$ cat config.mk
export PLATFORM = sky130hd
export DESIGN_NAME = mem_arbiter_flat
export DESIGN_NICKNAME = d
export VERILOG_FILES = /design/src/rtl/mem_arbiter_if.sv /design/src/rtl/mem_arbiter.sv /design/src/flat_wrapper.sv
export SDC_FILE = /design/constraint.sdc
export NUM_CORES = 1
export LEC_CHECK = 0
export BUFFER_PORTS_ARGS = -buffer_cell sky130_fd_sc_hd__buf_2
export CAP_MARGIN = 20
export CORE_UTILIZATION = 47
export DETAILED_ROUTE_END_ITERATION = 12
export GPL_TIMING_DRIVEN = 0
export PLACE_DENSITY_LB_ADDON = 0.15
export SLEW_MARGIN = 20
export SYNTH_ARGS = -nofsm -noshare
export SYNTH_HDL_FRONTEND = slang
export SYNTH_SLANG_ARGS = --single-unit
$ cat constraint.sdc
create_clock -name clk -period 5.65 [get_ports clk]
set_input_delay 0.565 -clock clk [delete_from_list [all_inputs] [get_ports clk]]
set_output_delay 0.565 -clock clk [all_outputs]
set_load 0.05 [all_outputs]
$ cat src/rtl/mem_arbiter_if.sv
// mem_arbiter_if: core fetch/data ports and shared memory port of the arbiter.
interface mem_arbiter_if #(
    parameter int ADDR_WIDTH = 32,
    parameter int DATA_WIDTH = 32
);
    logic                  i_req;
    logic [ADDR_WIDTH-1:0] i_addr;
    logic                  i_valid;
    logic [DATA_WIDTH-1:0] i_rdata;
    logic                  d_req;
    logic                  d_we;
    logic [1:0]            d_mode;
    logic [ADDR_WIDTH-1:0] d_addr;
    logic [DATA_WIDTH-1:0] d_wdata;
    logic                  d_valid;
    logic [DATA_WIDTH-1:0] d_rdata;
    logic                  mem_req;
    logic                  mem_we;
    logic [1:0]            mem_mode;
    logic [ADDR_WIDTH-1:0] mem_addr;
    logic [DATA_WIDTH-1:0] mem_wdata;
    logic                  mem_ready;
    logic [DATA_WIDTH-1:0] mem_rdata;
    logic                  stall;
    logic                  err;
    modport slave (
        input  i_req, i_addr, d_req, d_we, d_mode, d_addr, d_wdata, mem_ready, mem_rdata,
        output i_valid, i_rdata, d_valid, d_rdata, mem_req, mem_we, mem_mode, mem_addr,
               mem_wdata, stall, err
    );
    modport master (
        output i_req, i_addr, d_req, d_we, d_mode, d_addr, d_wdata, mem_ready, mem_rdata,
        input  i_valid, i_rdata, d_valid, d_rdata, mem_req, mem_we, mem_mode, mem_addr,
               mem_wdata, stall, err
    );
endinterface

$ cat src/rtl/mem_arbiter.sv
// mem_arbiter: shares one single-port memory between fetch and data ports,
// alternating on ties and giving up on a silent memory after TIMEOUT cycles.
module mem_arbiter #(
    parameter int ADDR_WIDTH = 32,
    parameter int DATA_WIDTH = 32,
    parameter int TIMEOUT    = 255
) (
    input logic          clk,
    input logic          rst,
    mem_arbiter_if.slave bus
);
    localparam logic [1:0] IDLE = 2'd0, BUSY_I = 2'd1, BUSY_D = 2'd2;
    localparam logic [15:0] WAIT_LAST = 16'(TIMEOUT - 1);
    logic [1:0]            state_q, state_d;
    logic                  last_q, last_d;
    logic [15:0]           wait_q, wait_d;
    logic [ADDR_WIDTH-1:0] addr_q, addr_d;
    logic [DATA_WIDTH-1:0] wdata_q, wdata_d;
    logic                  we_q, we_d;
    logic [1:0]            mode_q, mode_d;
    logic [DATA_WIDTH-1:0] i_rdata_q, i_rdata_d, d_rdata_q, d_rdata_d;
    logic                  i_valid_q, i_valid_d, d_valid_q, d_valid_d, err_q, err_d;
    logic                  in_idle, i_ok, d_ok, grant_i, grant_d, tout, done;
    // last_q: 0 = fetch port served last, 1 = data port served last
    always_comb begin
        in_idle   = state_q == IDLE;
        i_ok      = in_idle & bus.i_req & ~i_valid_q;
        d_ok      = in_idle & bus.d_req & ~d_valid_q;
        grant_d   = d_ok & (~i_ok | ~last_q);
        grant_i   = i_ok & ~grant_d;
        tout      = ~in_idle & ~bus.mem_ready & (wait_q == WAIT_LAST);
        done      = ~in_idle & (bus.mem_ready | tout);
        state_d   = done ? IDLE : grant_d ? BUSY_D : grant_i ? BUSY_I : state_q;
        wait_d    = in_idle ? 16'd0 : wait_q + 16'd1;
        last_d    = done ? (state_q == BUSY_D) : last_q;
        addr_d    = grant_d ? bus.d_addr : grant_i ? bus.i_addr : addr_q;
        wdata_d   = grant_d ? bus.d_wdata : grant_i ? '0 : wdata_q;
        we_d      = grant_d ? bus.d_we : grant_i ? 1'b0 : we_q;
        mode_d    = grant_d ? bus.d_mode : grant_i ? 2'b10 : mode_q;
        i_valid_d = done & (state_q == BUSY_I);
        d_valid_d = done & (state_q == BUSY_D);
        err_d     = tout;
        i_rdata_d = (state_q == BUSY_I && bus.mem_ready) ? bus.mem_rdata : i_rdata_q;
        d_rdata_d = (state_q == BUSY_D && bus.mem_ready && !we_q) ? bus.mem_rdata : d_rdata_q;
    end
    always_ff @(posedge clk or posedge rst) begin
        if (rst) begin
            state_q   <= IDLE;
            last_q    <= 1'b0;
            wait_q    <= '0;
            addr_q    <= '0;
            wdata_q   <= '0;
            we_q      <= 1'b0;
            mode_q    <= '0;
            i_rdata_q <= '0;
            d_rdata_q <= '0;
            i_valid_q <= 1'b0;
            d_valid_q <= 1'b0;
            err_q     <= 1'b0;
        end else begin
            state_q   <= state_d;
            last_q    <= last_d;
            wait_q    <= wait_d;
            addr_q    <= addr_d;
            wdata_q   <= wdata_d;
            we_q      <= we_d;
            mode_q    <= mode_d;
            i_rdata_q <= i_rdata_d;
            d_rdata_q <= d_rdata_d;
            i_valid_q <= i_valid_d;
            d_valid_q <= d_valid_d;
            err_q     <= err_d;
        end
    end
    assign bus.mem_req   = ~in_idle;
    assign bus.mem_we    = we_q;
    assign bus.mem_mode  = mode_q;
    assign bus.mem_addr  = addr_q;
    assign bus.mem_wdata = wdata_q;
    assign bus.i_valid   = i_valid_q;
    assign bus.i_rdata   = i_rdata_q;
    assign bus.d_valid   = d_valid_q;
    assign bus.d_rdata   = d_rdata_q;
    assign bus.err       = err_q;
    assign bus.stall     = (bus.i_req & ~i_valid_q) | (bus.d_req & ~d_valid_q);
endmodule

$ cat src/flat_wrapper.sv
// flat-port wrapper written by rule: the top's interface ports become plain ports
module mem_arbiter_flat 
#(
    parameter int ADDR_WIDTH = 32,
    parameter int DATA_WIDTH = 32,
    parameter int TIMEOUT    = 255
)
  (clk, rst, bus_i_req, bus_i_addr, bus_d_req, bus_d_we, bus_d_mode, bus_d_addr, bus_d_wdata, bus_mem_ready, bus_mem_rdata, bus_i_valid, bus_i_rdata, bus_d_valid, bus_d_rdata, bus_mem_req, bus_mem_we, bus_mem_mode, bus_mem_addr, bus_mem_wdata, bus_stall, bus_err);
  mem_arbiter_if #(.ADDR_WIDTH(ADDR_WIDTH), .DATA_WIDTH(DATA_WIDTH)) bus_i ();
  input logic clk;
  input logic rst;
  input wire logic [$bits(bus_i.i_req)-1:0] bus_i_req;
  input wire logic [$bits(bus_i.i_addr)-1:0] bus_i_addr;
  input wire logic [$bits(bus_i.d_req)-1:0] bus_d_req;
  input wire logic [$bits(bus_i.d_we)-1:0] bus_d_we;
  input wire logic [$bits(bus_i.d_mode)-1:0] bus_d_mode;
  input wire logic [$bits(bus_i.d_addr)-1:0] bus_d_addr;
  input wire logic [$bits(bus_i.d_wdata)-1:0] bus_d_wdata;
  input wire logic [$bits(bus_i.mem_ready)-1:0] bus_mem_ready;
  input wire logic [$bits(bus_i.mem_rdata)-1:0] bus_mem_rdata;
  output wire logic [$bits(bus_i.i_valid)-1:0] bus_i_valid;
  output wire logic [$bits(bus_i.i_rdata)-1:0] bus_i_rdata;
  output wire logic [$bits(bus_i.d_valid)-1:0] bus_d_valid;
  output wire logic [$bits(bus_i.d_rdata)-1:0] bus_d_rdata;
  output wire logic [$bits(bus_i.mem_req)-1:0] bus_mem_req;
  output wire logic [$bits(bus_i.mem_we)-1:0] bus_mem_we;
  output wire logic [$bits(bus_i.mem_mode)-1:0] bus_mem_mode;
  output wire logic [$bits(bus_i.mem_addr)-1:0] bus_mem_addr;
  output wire logic [$bits(bus_i.mem_wdata)-1:0] bus_mem_wdata;
  output wire logic [$bits(bus_i.stall)-1:0] bus_stall;
  output wire logic [$bits(bus_i.err)-1:0] bus_err;
  assign bus_i.i_req = bus_i_req;
  assign bus_i.i_addr = bus_i_addr;
  assign bus_i.d_req = bus_d_req;
  assign bus_i.d_we = bus_d_we;
  assign bus_i.d_mode = bus_d_mode;
  assign bus_i.d_addr = bus_d_addr;
  assign bus_i.d_wdata = bus_d_wdata;
  assign bus_i.mem_ready = bus_mem_ready;
  assign bus_i.mem_rdata = bus_mem_rdata;
  assign bus_i_valid = bus_i.i_valid;
  assign bus_i_rdata = bus_i.i_rdata;
  assign bus_d_valid = bus_i.d_valid;
  assign bus_d_rdata = bus_i.d_rdata;
  assign bus_mem_req = bus_i.mem_req;
  assign bus_mem_we = bus_i.mem_we;
  assign bus_mem_mode = bus_i.mem_mode;
  assign bus_mem_addr = bus_i.mem_addr;
  assign bus_mem_wdata = bus_i.mem_wdata;
  assign bus_stall = bus_i.stall;
  assign bus_err = bus_i.err;
  mem_arbiter #(.ADDR_WIDTH(ADDR_WIDTH), .DATA_WIDTH(DATA_WIDTH), .TIMEOUT(TIMEOUT)) u_core (.clk(clk), .rst(rst), .bus(bus_i));
endmodule
# Word-level counts from Yosys, hierarchy flattened
# Cells that the tools add are included.
dict set report op_classes {
  addsub 1
  multipliers 0
  div_mod_pow 0
  n_lt_le_gt_ge 0
  eq_ne 3
  n_shift 0
  mux 12
  bitwise 23
  reduce_logical 7
}
# cell count
set ops {}
lappend ops {{two-way mux 32 bit} 4}
lappend ops {{adder 16 x 1 -> 16 bit (second input constant)} 1}
lappend ops {{== test 16 x 8 -> 1 bit (second input constant)} 1}
lappend ops {{two-way mux 16 bit} 1}
lappend ops {{AND 1 bit} 13}
lappend ops {{two-way mux 2 bit} 5}
lappend ops {{NOT 1 bit} 7}
lappend ops {{logical AND 1 bit} 3}
lappend ops {{bitwise OR 1 bit} 3}
lappend ops {{nonzero test 3 bit} 1}
lappend ops {{== test 2 x 1 -> 1 bit (second input constant)} 1}
lappend ops {{== test 2 bit (second input constant)} 1}
lappend ops {{logical NOT 2 bit} 1}
lappend ops {{two-way mux 1 bit} 2}
lappend ops {{nonzero test 2 bit} 1}
lappend ops {{logical NOT 1 bit} 1}
dict set report totals {
  reg_bits 153
  latchBits 0
  mem_bits_rw 0
  rom_bits 0
  word_cells 58
  n_memories 0
}

# Longest topological paths before layout
dict set report depth {
  ltp_word 11
  mapped_depth 7
}

# Least setup slack after synthesis
# Ideal clock, no wire load.
dict set report synth_path {
  path_type {register to output}
  startpoint {register u_core.i_valid_q (netlist: u_core.bus.i_valid)}
  endpoint {output port bus_stall}
  arrival_ns 1.227
  t_required_ns 5.085
  path_slack_ns 3.858
  path_stages_with_launch 3
  n_path_buf 0
  path_cell_list {dfrtp_1 > nor2b_1 > or2_2}
}
dict set report synth_between {
  elab_chain_cells 3
}
# element line_no
set synth_lines {}
lappend synth_lines {{start: declaration} mem_arbiter.sv:22} ;# logic i_valid_q, i_valid_d, d_valid_q, d_valid_d, err_q, err_d;
lappend synth_lines {{start signal: assignment} mem_arbiter.sv:70} ;# i_valid_q <= i_valid_d;
lappend synth_lines {{NOT 1 bit} mem_arbiter.sv:85} ;# assign bus.stall = (bus.i_req & ~i_valid_q) | (bus.d_req & ~d_valid_q);
lappend synth_lines {{AND 1 bit} mem_arbiter.sv:85}
lappend synth_lines {{bitwise OR 1 bit} mem_arbiter.sv:85}
lappend synth_lines {{end: declaration} flat_wrapper.sv:30} ;# output wire logic [$bits(bus_i.stall)-1:0] bus_stall;
# Every way passes these cells.

# Worst setup path after layout
# Same ends and word-level chain as after synthesis.

==> results.json <==
{
  "netlist_area_sq_mm": 0.00612,
  "cp_top_family": "simple AND/OR/NAND/NOR gates",
  "ioPinCount": 272,
  "synth_flop_cell": "dfrtp_1",
  "rr_worst_depth": 6,
  "hold_viol": 0,
  "vias_per_cell": 5.17,
  "seqPwrFrac": 0.296,
  "hold_class": "input pin to async pin",
  "slew_viol_final": 0,
  "synth_cell_types": 46,
  "fillers": 1029,
  "wl_mm": 16.0,
  "r2r_start": "u_core.state_q[0]",
  "drt_iter0_markers": 332,
  "crit_slowest_cell": "dfrtp_1",
  "p_int_mw": 3.09,
  "worstSetupEndpointType": "output port",
  "tightest_slew_ps": 661,
  "post-synth-top-count-cell": "dfrtp_1",
  "initial_core_util": 0.483,
  "slew_headroom": 0.559,
  "gr-total-overflow": 0,
  "numCtsBuffers": 17,
  "finalCritPeriodShare": 0.373,
  "fin_util": 0.655,
  "cts_hold_buf": 0,
  "first_pass_iters": 5,
  "grt_pass1_vias": 4811,
  "p_clk_frac": 0.178,
  "vdd_ir_drop_max_uv": 388,
  "antenna_found_initial": 1,
  "via_count": 4769,
  "synth-seq-cells": 153,
  "synthCells": 445,
  "power.density_mw_per_mm2": 738,
  "p_switching_mw": 3.04,
  "clk_pin_slew_ps": 60,
  "fin_cells": 922,
  "critical-path-max-stage-delay_ps": 370,
  "start_kind": "register",
  "ant_nets": 0,
  "crit_start": "u_core.bus.i_valid",
  "fmax_mhz": 474,
  "synthToLayoutAreaGrowth_pct": 35.7,
  "seqCellArea_sq_mm": 0.00383,
  "cp_max_fo": 4,
  "seq_area_frac_synth": 0.626,
  "switching_share": 0.497,
  "leakage_nw": 4.30,
  "detail_route.wl_per_cell_microns": 17.3,
  "power_frac_comb": 0.526,
  "use_met2": 0.399,
  "synthTopCellsByCount": "dfrtp_1, mux2_2, a22o_1",
  "globalRoute.busiestLayer": "met2",
  "syn_nets": 583,
  "ctsResizeCount": 0,
  "yosys-top-cells-area": "dfrtp_1, mux2_2, a22o_1",
  "r2r_setup_slack_ps": 3680,
  "placedCellCount": 889,
  "clk_latency_ps": 410,
  "maxCapViolCount": 0,
  "rsz0062_at_grt": "false",
  "grtUsageTotal": 0.242,
  "worstSetupPathType": "register to output port",
  "coreArea_sq_mm": 0.0127,
  "grt_max_degree": 113,
  "synth_area_leader_cell": "dfrtp_1",
  "layout-drive-gt1-share": 0.523,
  "yosysTopAreaCellShare": 0.626,
  "worstPathCellList": "nor2b_1 > or2_2 > buf_2",
  "chipHeight_microns": 116,
  "skew_ps": 6.91,
  "post-dp-hpwl_mm": 12.0,
  "outcome": "finished, final reports clean",
  "crit_arrival_ps": 1540,
  "setup_viol": 0,
  "layout.nets": 874,
  "synth_edf_count": 0,
  "multiInputGateArea_sq_mm": 0.00203,
  "grt_use_met3": 0.0752,
  "grt_pass1_wl_mm": 24.2,
  "cts_root_buf": "clkbuf_16",
  "layout_min_cycle_time_ps": 2110,
  "gp_congestion": 0.834,
  "die_w_microns": 116,
  "port_buffers": 271,
  "cts_tree": "yes",
  "rows": 41,
  "yosysWarnings": 0,
  "syn_area_per_cell_sq_um": 13.7,
  "clock-sinks": 153,
  "dieArea_sq_mm": 0.0135,
  "grt.met1_usage": 0.288,
  "crit_buf_inv": 1,
  "r2r_end": "u_core.bus.mem_wdata[5]",
  "power_mw": 6.13,
  "cts_buffer_depth": 2,
  "worstPathRequired_ps": 5090,
  "postCtsSetupRepairBufs": 0,
  "htree_levels": 4,
  "async_flop_share": 1.00,
  "drcViolationCount": 0
}
metal layers:
metal	share of wire	routed length, microns
met2	0.51	8120
met3	0.068	1090
met4	0.026	420
met5	0	0
met1	0.40	6330
power groups by stage:
stage                     logic, mW  registers (mW)  clock network (mW)
after global routing           3.39            1.87                1.16
after CTS                      3.25            1.81                1.11
final                          3.22            1.82                1.09
after floorplan               0.877            3.38                   0
after global placement         3.20            1.80                   0
after detailed placement       3.25            1.82                   0
layout by cell type (no fill, tap or decap), types with 3 or more instances in the layout:
cell and n:
nor4_1 3, buf_1 4, nand4_1 5, dfrtp_1 153
buf_2 283, a22o_1 34, nor2_1 16, nand3_1 7
and3_1 3, buf_4 6, mux2_2 63, nand2_1 13
xnor2_1 7, mux2i_1 11, inv_1 27, xor2_1 4
a222oi_1 23, clkinvlp_4 3, clkinv_2 3, clkbuf_1 8
a21oi_1 3, o21ai_1 10, clkbuf_16 17, clkinv_4 3
final cells by class:
| class | count | share of cell area |
|---|---|---|
| tap | 172 | 0.0259 |
| timing repair buffer | 272 | 0.167 |
| sequential | 153 | 0.461 |
| inverter | 29 | 0.0140 |
| clock buffer | 21 | 0.0543 |
| multi-input combinational | 235 | 0.245 |
| clock inverter | 11 | 0.0149 |
| buffer | 28 | 0.0181 |
| antenna | 1 | 0.000301 |
per-stage QoR:
step	setup slack [ps]	setup TNS [ps]	instance area [sq um]	hold WS [ps]
6_report	3540	0	8300	132
5_1_grt	3490	0	8300	138
4_1_cts	3510	0	8300	126
3_5_place_dp	3310	0	7720	471
3_3_place_gp	-474	-71530	7690	464
2_1_floorplan	964	0	6120	474
cells by family after synthesis:
kind of cell	count (synthesis)	synth area share
AND/OR/NAND/NOR	67	0.0634
adder cells (fa/ha/maj)	2	0.00409
XOR/XNOR	11	0.0157
multiplexers	75	0.136
buffers and inverters	57	0.0423
AO/OA/AOI/OAI	80	0.113
flip-flops	153	0.626
flip-flops by register name, indices dropped and copies added, names as in the netlist:
register,flops
u_core.bus.err,1
u_core.bus.mem_we,1
u_core.last_q,1
u_core.bus.mem_wdata,32
u_core.bus.mem_addr,32
u_core.bus.d_rdata,32
u_core.bus.i_rdata,32
u_core.bus.i_valid,1
u_core.bus.mem_mode,2
u_core.state_q,2
u_core.wait_q,16
u_core.bus.d_valid,1
worst max path at each step:
stage	to	slack, ps	depth (start not counted)
CTS	bus_stall	3510	3
finish	bus_stall	3540	3
floorplan	u_core.bus.d_rdata[0]	960	1
global route	u_core.bus.mem_wdata[9]	3490	6
detailed placement	u_core.bus.mem_mode[1]	3310	6
global placement	u_core.bus.d_rdata[1]	-470	2
worst reg2reg max path: cells and delay by family (launching register included):
family / cells / cell delay (ps)
buffers and inverters: 3 / 1010
and+or+nand+nor: 1 / 80
AOI/OAI and AO/OA: 2 / 490
DFF: 1 / 320
(Power assumes the default switching activity.)
